**src/rtl/dmem_arbiter_pkg.sv**
```systemverilog
`default_nettype none
// ============================================================================
//  Module  : dmem_arb_pkg
//  Brief   : Shared types for the data-memory arbiter (FSM states, owner codes)
//  Revision: 1.0 - initial release
// ============================================================================
package dmem_arb_pkg;

    // Arbiter state: pipeline-priority mode or forced DMA burst
    typedef enum logic {
        S_PIPE = 1'b0,
        S_DMA  = 1'b1
    } arb_state_t;

    // Which requester drives the data_mem port this cycle
    typedef enum logic {
        OWN_PIPE = 1'b0,
        OWN_DMA  = 1'b1
    } owner_t;

endpackage : dmem_arb_pkg
`default_nettype wire

```
**src/rtl/dmem_arbiter_if.sv**
```systemverilog
`default_nettype none
// ============================================================================
//  Module  : dmem_arbiter_if
//  Brief   : Pipeline MEM-stage, DMA and data_mem signals around the arbiter
//  Revision: 1.0 - initial release
// ============================================================================
interface dmem_arbiter_if #(
    parameter int ADDR_W = 32,
    parameter int DATA_W = 32
);
    // Pipeline MEM stage
    logic              memReadM;
    logic              memWriteM;
    logic [ADDR_W-1:0] addrM;
    logic [DATA_W-1:0] writeDataM;
    logic [DATA_W-1:0] readDataM;
    logic              stallM;
    // DMA / debug requester
    logic              dma_req;
    logic              dma_we;
    logic [ADDR_W-1:0] dma_addr;
    logic [DATA_W-1:0] dma_wdata;
    logic              dma_gnt;
    logic              dma_rvalid;
    logic [DATA_W-1:0] dma_rdata;
    // data_mem port
    logic              mem_we;
    logic [ADDR_W-1:0] mem_addr;
    logic [DATA_W-1:0] mem_wd;
    logic [DATA_W-1:0] mem_rd;

    // Arbiter view
    modport slave (
        input  memReadM, memWriteM, addrM, writeDataM,
        output readDataM, stallM,
        input  dma_req, dma_we, dma_addr, dma_wdata,
        output dma_gnt, dma_rvalid, dma_rdata,
        output mem_we, mem_addr, mem_wd,
        input  mem_rd
    );

    // Environment view (pipeline, DMA engine and memory together)
    modport master (
        output memReadM, memWriteM, addrM, writeDataM,
        input  readDataM, stallM,
        output dma_req, dma_we, dma_addr, dma_wdata,
        input  dma_gnt, dma_rvalid, dma_rdata,
        input  mem_we, mem_addr, mem_wd,
        output mem_rd
    );

endinterface : dmem_arbiter_if
`default_nettype wire

```
**src/rtl/dmem_arbiter.sv**
```systemverilog
`default_nettype none
// ============================================================================
//  Module  : dmem_arbiter
//  Brief   : Shares single-port data_mem between the pipeline MEM stage and a
//            DMA/debug requester. Pipeline has priority; a starvation counter
//            forces a bounded DMA burst while the pipeline is stalled.
//  Revision: 1.0 - initial release
// ============================================================================
module dmem_arbiter
    import dmem_arb_pkg::*;
#(
    parameter int ADDR_W    = 32,
    parameter int DATA_W    = 32,
    parameter int MAX_WAIT  = 4,
    parameter int BURST_LEN = 4
) (
    input  logic           clk,
    input  logic           reset,      // asynchronous, active-low
    dmem_arbiter_if.slave  bus_if
);

    localparam int WAIT_W  = $clog2(MAX_WAIT) + 1;
    localparam int BURST_W = $clog2(BURST_LEN) + 1;
    localparam logic [WAIT_W-1:0]  c_WAIT_LAST  = WAIT_W'(MAX_WAIT - 1);
    localparam logic [BURST_W-1:0] c_BURST_LAST = BURST_W'(BURST_LEN - 1);

    arb_state_t         state_q, state_d;
    logic [WAIT_W-1:0]  wait_q, wait_d;
    logic [BURST_W-1:0] burst_q, burst_d;
    logic               rvalid_q, rvalid_d;
    logic [DATA_W-1:0]  rdata_q, rdata_d;

    owner_t             owner;
    logic               pipe_acc;
    logic               gnt_raw;
    logic               stall_raw;
    logic [ADDR_W-1:0]  addr_mux;
    logic [DATA_W-1:0]  wd_mux;
    logic               we_mux;

    assign pipe_acc = bus_if.memReadM | bus_if.memWriteM;

    // State, starvation counter, burst counter and read-return registers
    always_ff @(posedge clk or negedge reset) begin
        if (!reset) begin
            state_q  <= S_PIPE;
            wait_q   <= '0;
            burst_q  <= '0;
            rvalid_q <= 1'b0;
            rdata_q  <= '0;
        end else begin
            state_q  <= state_d;
            wait_q   <= wait_d;
            burst_q  <= burst_d;
            rvalid_q <= rvalid_d;
            rdata_q  <= rdata_d;
        end
    end

    // Next-state, ownership and grant/stall decisions
    always_comb begin
        state_d   = state_q;
        wait_d    = wait_q;
        burst_d   = burst_q;
        owner     = OWN_PIPE;
        gnt_raw   = 1'b0;
        stall_raw = 1'b0;
        unique case (state_q)
            S_PIPE: begin
                if (pipe_acc) begin
                    // Pipeline wins; a competing DMA request ages the counter
                    if (bus_if.dma_req) begin
                        if (wait_q == c_WAIT_LAST) begin
                            state_d = S_DMA;
                            wait_d  = '0;
                            burst_d = '0;
                        end else begin
                            wait_d = wait_q + 1'b1;
                        end
                    end else begin
                        wait_d = '0;
                    end
                end else if (bus_if.dma_req) begin
                    // Idle pipeline slot: serve the DMA opportunistically
                    owner   = OWN_DMA;
                    gnt_raw = 1'b1;
                    wait_d  = '0;
                end else begin
                    wait_d = '0;
                end
            end
            S_DMA: begin
                if (bus_if.dma_req) begin
                    owner     = OWN_DMA;
                    gnt_raw   = 1'b1;
                    stall_raw = pipe_acc;
                    if (burst_q == c_BURST_LAST) begin
                        state_d = S_PIPE;
                        burst_d = '0;
                    end else begin
                        burst_d = burst_q + 1'b1;
                    end
                end else begin
                    // DMA gave up early: hand the port straight back
                    state_d = S_PIPE;
                    burst_d = '0;
                end
            end
            default: begin
                state_d = S_PIPE;
                wait_d  = '0;
                burst_d = '0;
            end
        endcase
    end

    // Owner mux onto the memory port; the non-owner's write is never issued
    always_comb begin
        if (owner == OWN_DMA) begin
            addr_mux = bus_if.dma_addr;
            wd_mux   = bus_if.dma_wdata;
            we_mux   = bus_if.dma_we;
        end else begin
            addr_mux = bus_if.addrM;
            wd_mux   = bus_if.writeDataM;
            we_mux   = bus_if.memWriteM;
        end
    end

    // Capture read data of a granted DMA read for return on the next cycle
    always_comb begin
        rvalid_d = gnt_raw & ~bus_if.dma_we;
        rdata_d  = rvalid_d ? bus_if.mem_rd : rdata_q;
    end

    // Strobes are forced low while reset is asserted
    assign bus_if.mem_addr   = addr_mux;
    assign bus_if.mem_wd     = wd_mux;
    assign bus_if.mem_we     = we_mux & reset;
    assign bus_if.dma_gnt    = gnt_raw & reset;
    assign bus_if.stallM     = stall_raw & reset;
    assign bus_if.readDataM  = bus_if.mem_rd;
    assign bus_if.dma_rvalid = rvalid_q;
    assign bus_if.dma_rdata  = rdata_q;

endmodule : dmem_arbiter
`default_nettype wire

```
**src/flat_wrapper.sv**
```systemverilog
// flat-port wrapper written by rule: the top's interface ports become plain ports
module dmem_arbiter_flat import dmem_arb_pkg::*;
#(
    parameter int ADDR_W    = 32,
    parameter int DATA_W    = 32,
    parameter int MAX_WAIT  = 4,
    parameter int BURST_LEN = 4
)
  (clk, reset, bus_if_memReadM, bus_if_memWriteM, bus_if_addrM, bus_if_writeDataM, bus_if_readDataM, bus_if_stallM, bus_if_dma_req, bus_if_dma_we, bus_if_dma_addr, bus_if_dma_wdata, bus_if_dma_gnt, bus_if_dma_rvalid, bus_if_dma_rdata, bus_if_mem_we, bus_if_mem_addr, bus_if_mem_wd, bus_if_mem_rd);
  dmem_arbiter_if #(.ADDR_W(ADDR_W), .DATA_W(DATA_W)) bus_if_i ();
  input  logic clk;
  input  logic reset;
  input wire logic [$bits(bus_if_i.memReadM)-1:0] bus_if_memReadM;
  input wire logic [$bits(bus_if_i.memWriteM)-1:0] bus_if_memWriteM;
  input wire logic [$bits(bus_if_i.addrM)-1:0] bus_if_addrM;
  input wire logic [$bits(bus_if_i.writeDataM)-1:0] bus_if_writeDataM;
  output wire logic [$bits(bus_if_i.readDataM)-1:0] bus_if_readDataM;
  output wire logic [$bits(bus_if_i.stallM)-1:0] bus_if_stallM;
  input wire logic [$bits(bus_if_i.dma_req)-1:0] bus_if_dma_req;
  input wire logic [$bits(bus_if_i.dma_we)-1:0] bus_if_dma_we;
  input wire logic [$bits(bus_if_i.dma_addr)-1:0] bus_if_dma_addr;
  input wire logic [$bits(bus_if_i.dma_wdata)-1:0] bus_if_dma_wdata;
  output wire logic [$bits(bus_if_i.dma_gnt)-1:0] bus_if_dma_gnt;
  output wire logic [$bits(bus_if_i.dma_rvalid)-1:0] bus_if_dma_rvalid;
  output wire logic [$bits(bus_if_i.dma_rdata)-1:0] bus_if_dma_rdata;
  output wire logic [$bits(bus_if_i.mem_we)-1:0] bus_if_mem_we;
  output wire logic [$bits(bus_if_i.mem_addr)-1:0] bus_if_mem_addr;
  output wire logic [$bits(bus_if_i.mem_wd)-1:0] bus_if_mem_wd;
  input wire logic [$bits(bus_if_i.mem_rd)-1:0] bus_if_mem_rd;
  assign bus_if_i.memReadM = bus_if_memReadM;
  assign bus_if_i.memWriteM = bus_if_memWriteM;
  assign bus_if_i.addrM = bus_if_addrM;
  assign bus_if_i.writeDataM = bus_if_writeDataM;
  assign bus_if_readDataM = bus_if_i.readDataM;
  assign bus_if_stallM = bus_if_i.stallM;
  assign bus_if_i.dma_req = bus_if_dma_req;
  assign bus_if_i.dma_we = bus_if_dma_we;
  assign bus_if_i.dma_addr = bus_if_dma_addr;
  assign bus_if_i.dma_wdata = bus_if_dma_wdata;
  assign bus_if_dma_gnt = bus_if_i.dma_gnt;
  assign bus_if_dma_rvalid = bus_if_i.dma_rvalid;
  assign bus_if_dma_rdata = bus_if_i.dma_rdata;
  assign bus_if_mem_we = bus_if_i.mem_we;
  assign bus_if_mem_addr = bus_if_i.mem_addr;
  assign bus_if_mem_wd = bus_if_i.mem_wd;
  assign bus_if_i.mem_rd = bus_if_mem_rd;
  dmem_arbiter #(.ADDR_W(ADDR_W), .DATA_W(DATA_W), .MAX_WAIT(MAX_WAIT), .BURST_LEN(BURST_LEN)) u_core (.clk(clk), .reset(reset), .bus_if(bus_if_i));
endmodule
```
**config.mk**
```make
export PLATFORM = sky130hd
export DESIGN_NAME = dmem_arbiter_flat
export DESIGN_NICKNAME = d
export VERILOG_FILES = /design/src/rtl/dmem_arbiter_pkg.sv /design/src/rtl/dmem_arbiter_if.sv /design/src/rtl/dmem_arbiter.sv /design/src/flat_wrapper.sv
export SDC_FILE = /design/constraint.sdc
export NUM_CORES = 1
export LEC_CHECK = 0
export ABC_AREA = 1
export CAP_MARGIN = 20
export CORE_AREA = 2 2 115 117
export DETAILED_ROUTE_END_ITERATION = 10
export DIE_AREA = 0 0 117 119
export DONT_BUFFER_PORTS = 1
export PLACE_DENSITY = 0.33
export SYNTH_ARGS = -nofsm -noshare
export SYNTH_HDL_FRONTEND = slang
export SYNTH_SLANG_ARGS = --single-unit
```
**constraint.sdc**
```tcl
create_clock -name clk -period 1.5 [get_ports clk]
set_clock_uncertainty 0.1 [all_clocks]
set_input_delay 0.3 -clock clk [delete_from_list [all_inputs] [get_ports clk]]
set_output_delay 0.3 -clock clk [all_outputs]
set_load 0.1 [all_outputs]
```
# Word-level counts from Yosys, hierarchy flattened
# Cells that the tools add are included.
[word_totals]
regBits = 40
input_bits = 166
out_inout_bits = 132
wordCells = 43
[classes]
add_sub_neg = 2
n_eq_ne = 5
muxes = 23
bitwise = 7
n_reduce_logical = 1
[op_table]
columns = ["cell", "count"]
rows = [
  ["32-bit two-way mux", 2],
  ["3-bit two-way mux", 8],
  ["1-bit two-way mux", 10],
  ["3-bit by 1-bit adder with 3-bit output (second input constant)", 2],
  ["3-bit by 2-bit equality test with 1-bit output (second input constant)", 2],
  ["3-bit case mux with 2 select lines", 1],
  ["1-bit AND", 4],
  ["2-bit by 1-bit != test with 1-bit output (second input constant)", 2],
  ["1-bit case mux with 2 select lines", 2],
  ["3-bit AND reduction", 1],
  ["2-bit != test (second input constant)", 1],
  ["1-bit NOT", 2],
  ["1-bit bitwise OR", 1],
]

# Longest topological paths before layout
[logic_depth]
ltp_word = 5
mapped_depth = 8
ltp_nobuf = 6

# Worst setup path before layout
# Ideal clock, no wire load.
[synth_timing]
path_type = "register -> output"
start = "reg u_core.state_q"
end = "out bus_if_stallM"
arrival_time_ns = 2.588
required_ns = 1.100
setup_slack_ns = -1.488
stages_incl_launch_ff = 3
path_buffers = 0
cell_sequence = "dfrtp_1 -> nand2_1 -> nor3_1"
[synth_between]
elab_chain_len = 2
[synth_lines]
columns = ["element", "line_no", "rtl"]
rows = [
  ["start: declaration", "dmem_arbiter.sv:27", "arb_state_t state_q, state_d;"],
  ["start signal: assignment", "dmem_arbiter.sv:52", "state_q <= state_d;"],
  ["1-bit two-way mux", "dmem_arbiter.sv:68", "unique case (state_q)"],
  ["1-bit AND", "dmem_arbiter.sv:141", "assign bus_if.stallM = stall_raw & reset;"],
  ["end: declaration", "flat_wrapper.sv:18", "output wire logic [$bits(bus_if_i.stallM)-1:0] bus_if_stallM;"],
]
# Every way passes these cells.

# Worst setup path after layout
[layout_timing]
start = "reg u_core.state_q"
end = "out bus_if_mem_wd[29]"
[layout_between]
elab_chain_len = 3
[layout_lines]
columns = ["element", "line_no", "rtl"]
rows = [
  ["1-bit NOT", "dmem_arbiter.sv:68", ""],
  ["1-bit case mux with 2 select lines *", "dmem_arbiter.sv:68", ""],
  ["32-bit two-way mux *", "dmem_arbiter.sv:119", "if (owner == OWN_DMA) begin"],
  ["end: declaration", "flat_wrapper.sv:28", "output wire logic [$bits(bus_if_i.mem_wd)-1:0] bus_if_mem_wd;"],
]
# Mark *: on every way between the ends. The rest lies on a longest branch, timed or not.

==> Flow_metrics.wiki <==
{| class="wikitable"
! Metric !! Value
|-
| Highest clock frequency the design can meet || about 520 MHz
|-
| Met2 layer wire length in the routed design || approximately 6 mm
|-
| Flip-flop and latch count after synthesis || 40
|-
| Gpl congestion || 0.734
|-
| Fin crit share || 1.27
|-
| Area of all sequential standard cells || 1000 um^2
|-
| P_leak || ~2.2 nW
|-
| CTS max path bufs || 2
|-
| Number of global-route vias before repair || between 2000 and 3000
|-
| Io pins || 298
|-
| Placed wire-length estimate after detailed placement || ~8.3 mm
|-
| FF-to-FF End || u_core.bus_if.dma_rdata[6]
|-
| Number of I/O port buffers || 0
|-
| H-Tree Level Count || 2
|-
| Fill cell total of the finished layout || approximately 1300
|-
| Final Setup Violations || 67
|-
| Routed met3 length || roughly 1.1 mm
|-
| Startpoint of the most critical hold path || bus_if_dma_we
|-
| Buffer type at the clock tree root || sky130_fd_sc_hd__clkbuf_16
|-
| Worst reg-to-reg path cell count || 7
|-
| Initial antenna violation count || 0
|-
| Count of distinct cell types in the synthesized netlist || 19
|-
| Global-route wire length before repair || about 16 mm
|-
| Antenna cells || 0
|-
| Synthesized instance count || ~430
|-
| GRT Util Overall || 0.152
|-
| Drt wl/cell || 17.8 um
|-
| Die width || approximately 120 um
|-
| Via-per-instance ratio || about 4.4
|-
| CTS Hold Buffers Added || 2
|-
| Post-CTS Setup Inserts || 0
|-
| Worst Path Class, Setup || reg2out
|-
| Initial DRC count || 81
|-
| Worst slew pin tran || about 0.31 ns
|-
| Worst-case hold path end point || u_core.bus_if.dma_rvalid
|-
| Final global-route overflow total || 0
|-
| Overall power of the completed layout || 6.75 mW
|-
| Required arrival time at the worst endpoint || ~1.1 ns
|-
| Pwr per Cell Area || between 1000 and 1500 nW/um^2
|-
| Kind of capture point of the worst setup path || output port
|-
| Number of cells traversed by the worst hold path || 1
|-
| Run status || finished with violations
|-
| Non-filler cells in the finished layout || between 600 and 700
|-
| NumNets Final || 611
|-
| Unrepaired setup endpoints after global routing || yes
|-
| Type of origin of the critical path || flip-flop
|-
| Placed Instances || 606
|-
| Number of design rule violations left after detail routing || 0
|-
| Post-Synthesis Net Count || between 500 and 600
|-
| Register-to-register setup slack || 0.01 ns
|-
| Post-detailed-placement cell area || about 4300 um^2
|-
| Yosys synthesis warning count || 0
|-
| Critical path arrival || approximately 1.5 ns
|-
| Final Hold Viols || 1
|-
| Number of slew-limit violations in the final report || 0
|-
| Remaining antenna violation count after routing || 0
|-
| Clock net sink count || 40
|-
| Row count || between 40 and 50
|-
| Synthesized cell area || 2750 um^2
|-
| Classification of the worst-slack hold path || in2reg
|-
| Full die area || 13900 um^2
|-
| Effective utilization at floorplan || 0.214
|-
| Clock transition at path regs || approximately 0.06 ns
|-
| Max-cap viol count || 0
|-
| Drt pass-1 iters || 4
|-
| Inserted Clock Buffers || 5
|-
| Wire length on met1 || 3.84 mm
|-
| Highest routed metal layer || met4
|-
| Syn_area_per_cell || approximately 6.4 um^2
|-
| Number of vias after detailed routing || 2755
|-
| Slack of the critical path || -0.405 ns
|-
| Tightest slew margin relative to the limit || 0.791
|-
| Sequential element share of the synthesized area || 0.364
|-
| Clock tree from TritonCTS || built
|-
| Shortest period the worst path allows || approximately 1.9 ns
|-
| Height of the chip || 119 um
|-
| Pin count of the biggest net entering global routing || between 40 and 50
|-
| Area of combinational cells with multiple inputs || 2720 um^2
|-
| Layout cells sized above 1 || 0.509
|-
| Total wirelength of the detailed-routed design || 11.0 mm
|-
| Clock insertion delay at the later pin of the skew report || between 0.2 and 0.3 ns
|-
| Hold slack || -0.0110 ns
|-
| Layout Area Growth over Synthesis || 76.0%
|-
| Max rail drop VDD || roughly 0.00061 V
|-
| Post-route cell area || 4840 um^2
|-
| Peak fanout along the critical path || 8
|-
| Violations in the final reports || hold timing, setup timing
|-
| Accumulated negative setup slack || -24.40 ns
|-
| Core Box Area || approximately 13000 um^2
|-
| Reg2Reg Launch Point || u_core.state_q
|}
worst max path at each step:
stage / start / to / depth (start not counted)
finish: u_core.state_q / bus_if_mem_wd[29] / 6
global route: u_core.state_q / bus_if_mem_addr[24] / 7
CTS: u_core.state_q / bus_if_mem_addr[21] / 6
detailed placement: bus_if_memReadM / bus_if_mem_addr[22] / 6
global placement: bus_if_memReadM / bus_if_mem_addr[22] / 6
floorplan: bus_if_memReadM / bus_if_dma_gnt / 6
through the flow:
| stage | setup WS, ns | utilization |
|---|---|---|
| global placement | -0.269 | 0.331 |
| detailed placement | -0.302 | 0.331 |
| finish | -0.405 | 0.376 |
| CTS | -0.422 | 0.366 |
| floorplan | -0.189 | - |
| global route | -0.487 | 0.376 |
metal layers:
metal / GRT usage / vias up
li1: - / 1305
met1: 0.173 / 1283
met2: 0.281 / 159
met3: 0.0458 / 8
met4: 0.0206 / 0
met5: 0 / -
registers in the layout, indices dropped and copies added (netlist names):
name,cells
u_core.bus_if.dma_rdata,32
u_core.burst_q,3
u_core.bus_if.dma_rvalid,1
u_core.wait_q,3
u_core.state_q,1
critical path, cell delays in order (launching register included):
cell	delay [ns]
sky130_fd_sc_hd__dfrtp_1	0.39
sky130_fd_sc_hd__nand2_2	0.14
sky130_fd_sc_hd__nand2_8	0.12
sky130_fd_sc_hd__clkinv_16	0.11
sky130_fd_sc_hd__buf_12	0.15
sky130_fd_sc_hd__nand2_1	0.13
sky130_fd_sc_hd__nand2_8	0.20
report_power, final:
group	switching [mW]	leakage (nW)	internal [mW]	total [mW]
clock network	0.425	0.0808	0.783	1.21
registers	0.0704	0.510	1.30	1.37
logic	3.41	1.58	0.764	4.18
total	3.91	2.17	2.85	6.75
final cells by class:
cell class,count,share of cell area
flip-flops and latches,40,0.207
repair buffers,60,0.137
well taps,176,0.0455
clock inverters,2,0.00723
multi-input cells,323,0.562
inverters,13,0.0155
clock buffers,6,0.0266
logic make-up after synthesis:
kind of cell,share of synthesized area
AO/OA/AOI/OAI,0.0159
AND/OR/NAND/NOR,0.447
buffers and inverters,0.164
flip-flops,0.364
adder cells (fa/ha/maj),0.00909
cell usage after synthesis:
master,n,area share
sky130_fd_sc_hd__nand3_1,38,0.069
sky130_fd_sc_hd__nand4_1,1,0.0023
sky130_fd_sc_hd__dfrtp_1,40,0.36
sky130_fd_sc_hd__buf_2,9,0.016
sky130_fd_sc_hd__nand2_1,268,0.37
sky130_fd_sc_hd__o211ai_1,1,0.0027
sky130_fd_sc_hd__buf_6,6,0.025
sky130_fd_sc_hd__nor3_1,1,0.0018
sky130_fd_sc_hd__ha_1,2,0.0091
sky130_fd_sc_hd__inv_1,12,0.016
sky130_fd_sc_hd__inv_2,1,0.0014
sky130_fd_sc_hd__o22ai_1,1,0.0023
sky130_fd_sc_hd__o21ai_0,4,0.0073
sky130_fd_sc_hd__clkbuf_1,3,0.0041
sky130_fd_sc_hd__a21oi_1,2,0.0036
sky130_fd_sc_hd__nand2_2,1,0.0023
sky130_fd_sc_hd__nor2_1,3,0.0041
sky130_fd_sc_hd__buf_4,37,0.10
sky130_fd_sc_hd__nor2_2,1,0.0023
placed cells by master, fill, tap and decap left out:
| cell | synthesis | routed |
|---|---|---|
| sky130_fd_sc_hd__buf_6 | 6 | 1 |
| sky130_fd_sc_hd__o21ai_0 | 4 | 4 |
| sky130_fd_sc_hd__nand2_2 | 1 | 69 |
| sky130_fd_sc_hd__nand3_1 | 38 | 38 |
| sky130_fd_sc_hd__ha_1 | 2 | 2 |
| sky130_fd_sc_hd__nand2_1 | 268 | 115 |
| sky130_fd_sc_hd__buf_4 | 37 | 44 |
| sky130_fd_sc_hd__buf_16 | 0 | 4 |
| sky130_fd_sc_hd__nor2_1 | 3 | 1 |
| sky130_fd_sc_hd__buf_12 | 0 | 8 |
| sky130_fd_sc_hd__bufinv_16 | 0 | 1 |
| sky130_fd_sc_hd__o22ai_1 | 1 | 1 |
| sky130_fd_sc_hd__a21oi_2 | 0 | 1 |
| sky130_fd_sc_hd__dfrtp_1 | 40 | 40 |
| sky130_fd_sc_hd__buf_8 | 0 | 1 |
| sky130_fd_sc_hd__nand4_1 | 1 | 1 |
| sky130_fd_sc_hd__nand2_4 | 0 | 19 |
| sky130_fd_sc_hd__clkinv_16 | 0 | 1 |
| sky130_fd_sc_hd__a21oi_1 | 2 | 1 |
| sky130_fd_sc_hd__nor3_4 | 0 | 1 |
| sky130_fd_sc_hd__clkinv_2 | 0 | 1 |
| sky130_fd_sc_hd__inv_1 | 12 | 12 |
| sky130_fd_sc_hd__o211ai_1 | 1 | 1 |
| sky130_fd_sc_hd__clkbuf_1 | 3 | 1 |
| sky130_fd_sc_hd__nand2_8 | 0 | 66 |
| sky130_fd_sc_hd__nor2_4 | 0 | 3 |
| sky130_fd_sc_hd__clkbuf_16 | 0 | 6 |
| sky130_fd_sc_hd__dlygate4sd3_1 | 0 | 1 |
repair_timing:
action,CTS,global route
endpoints found under the setup margin,99,99
endpoints found under the hold margin,41,1
cloned,3,1
pin swaps,51,27
resized for setup,61,26
No activity file was read; power rests on OpenSTA's default activity.
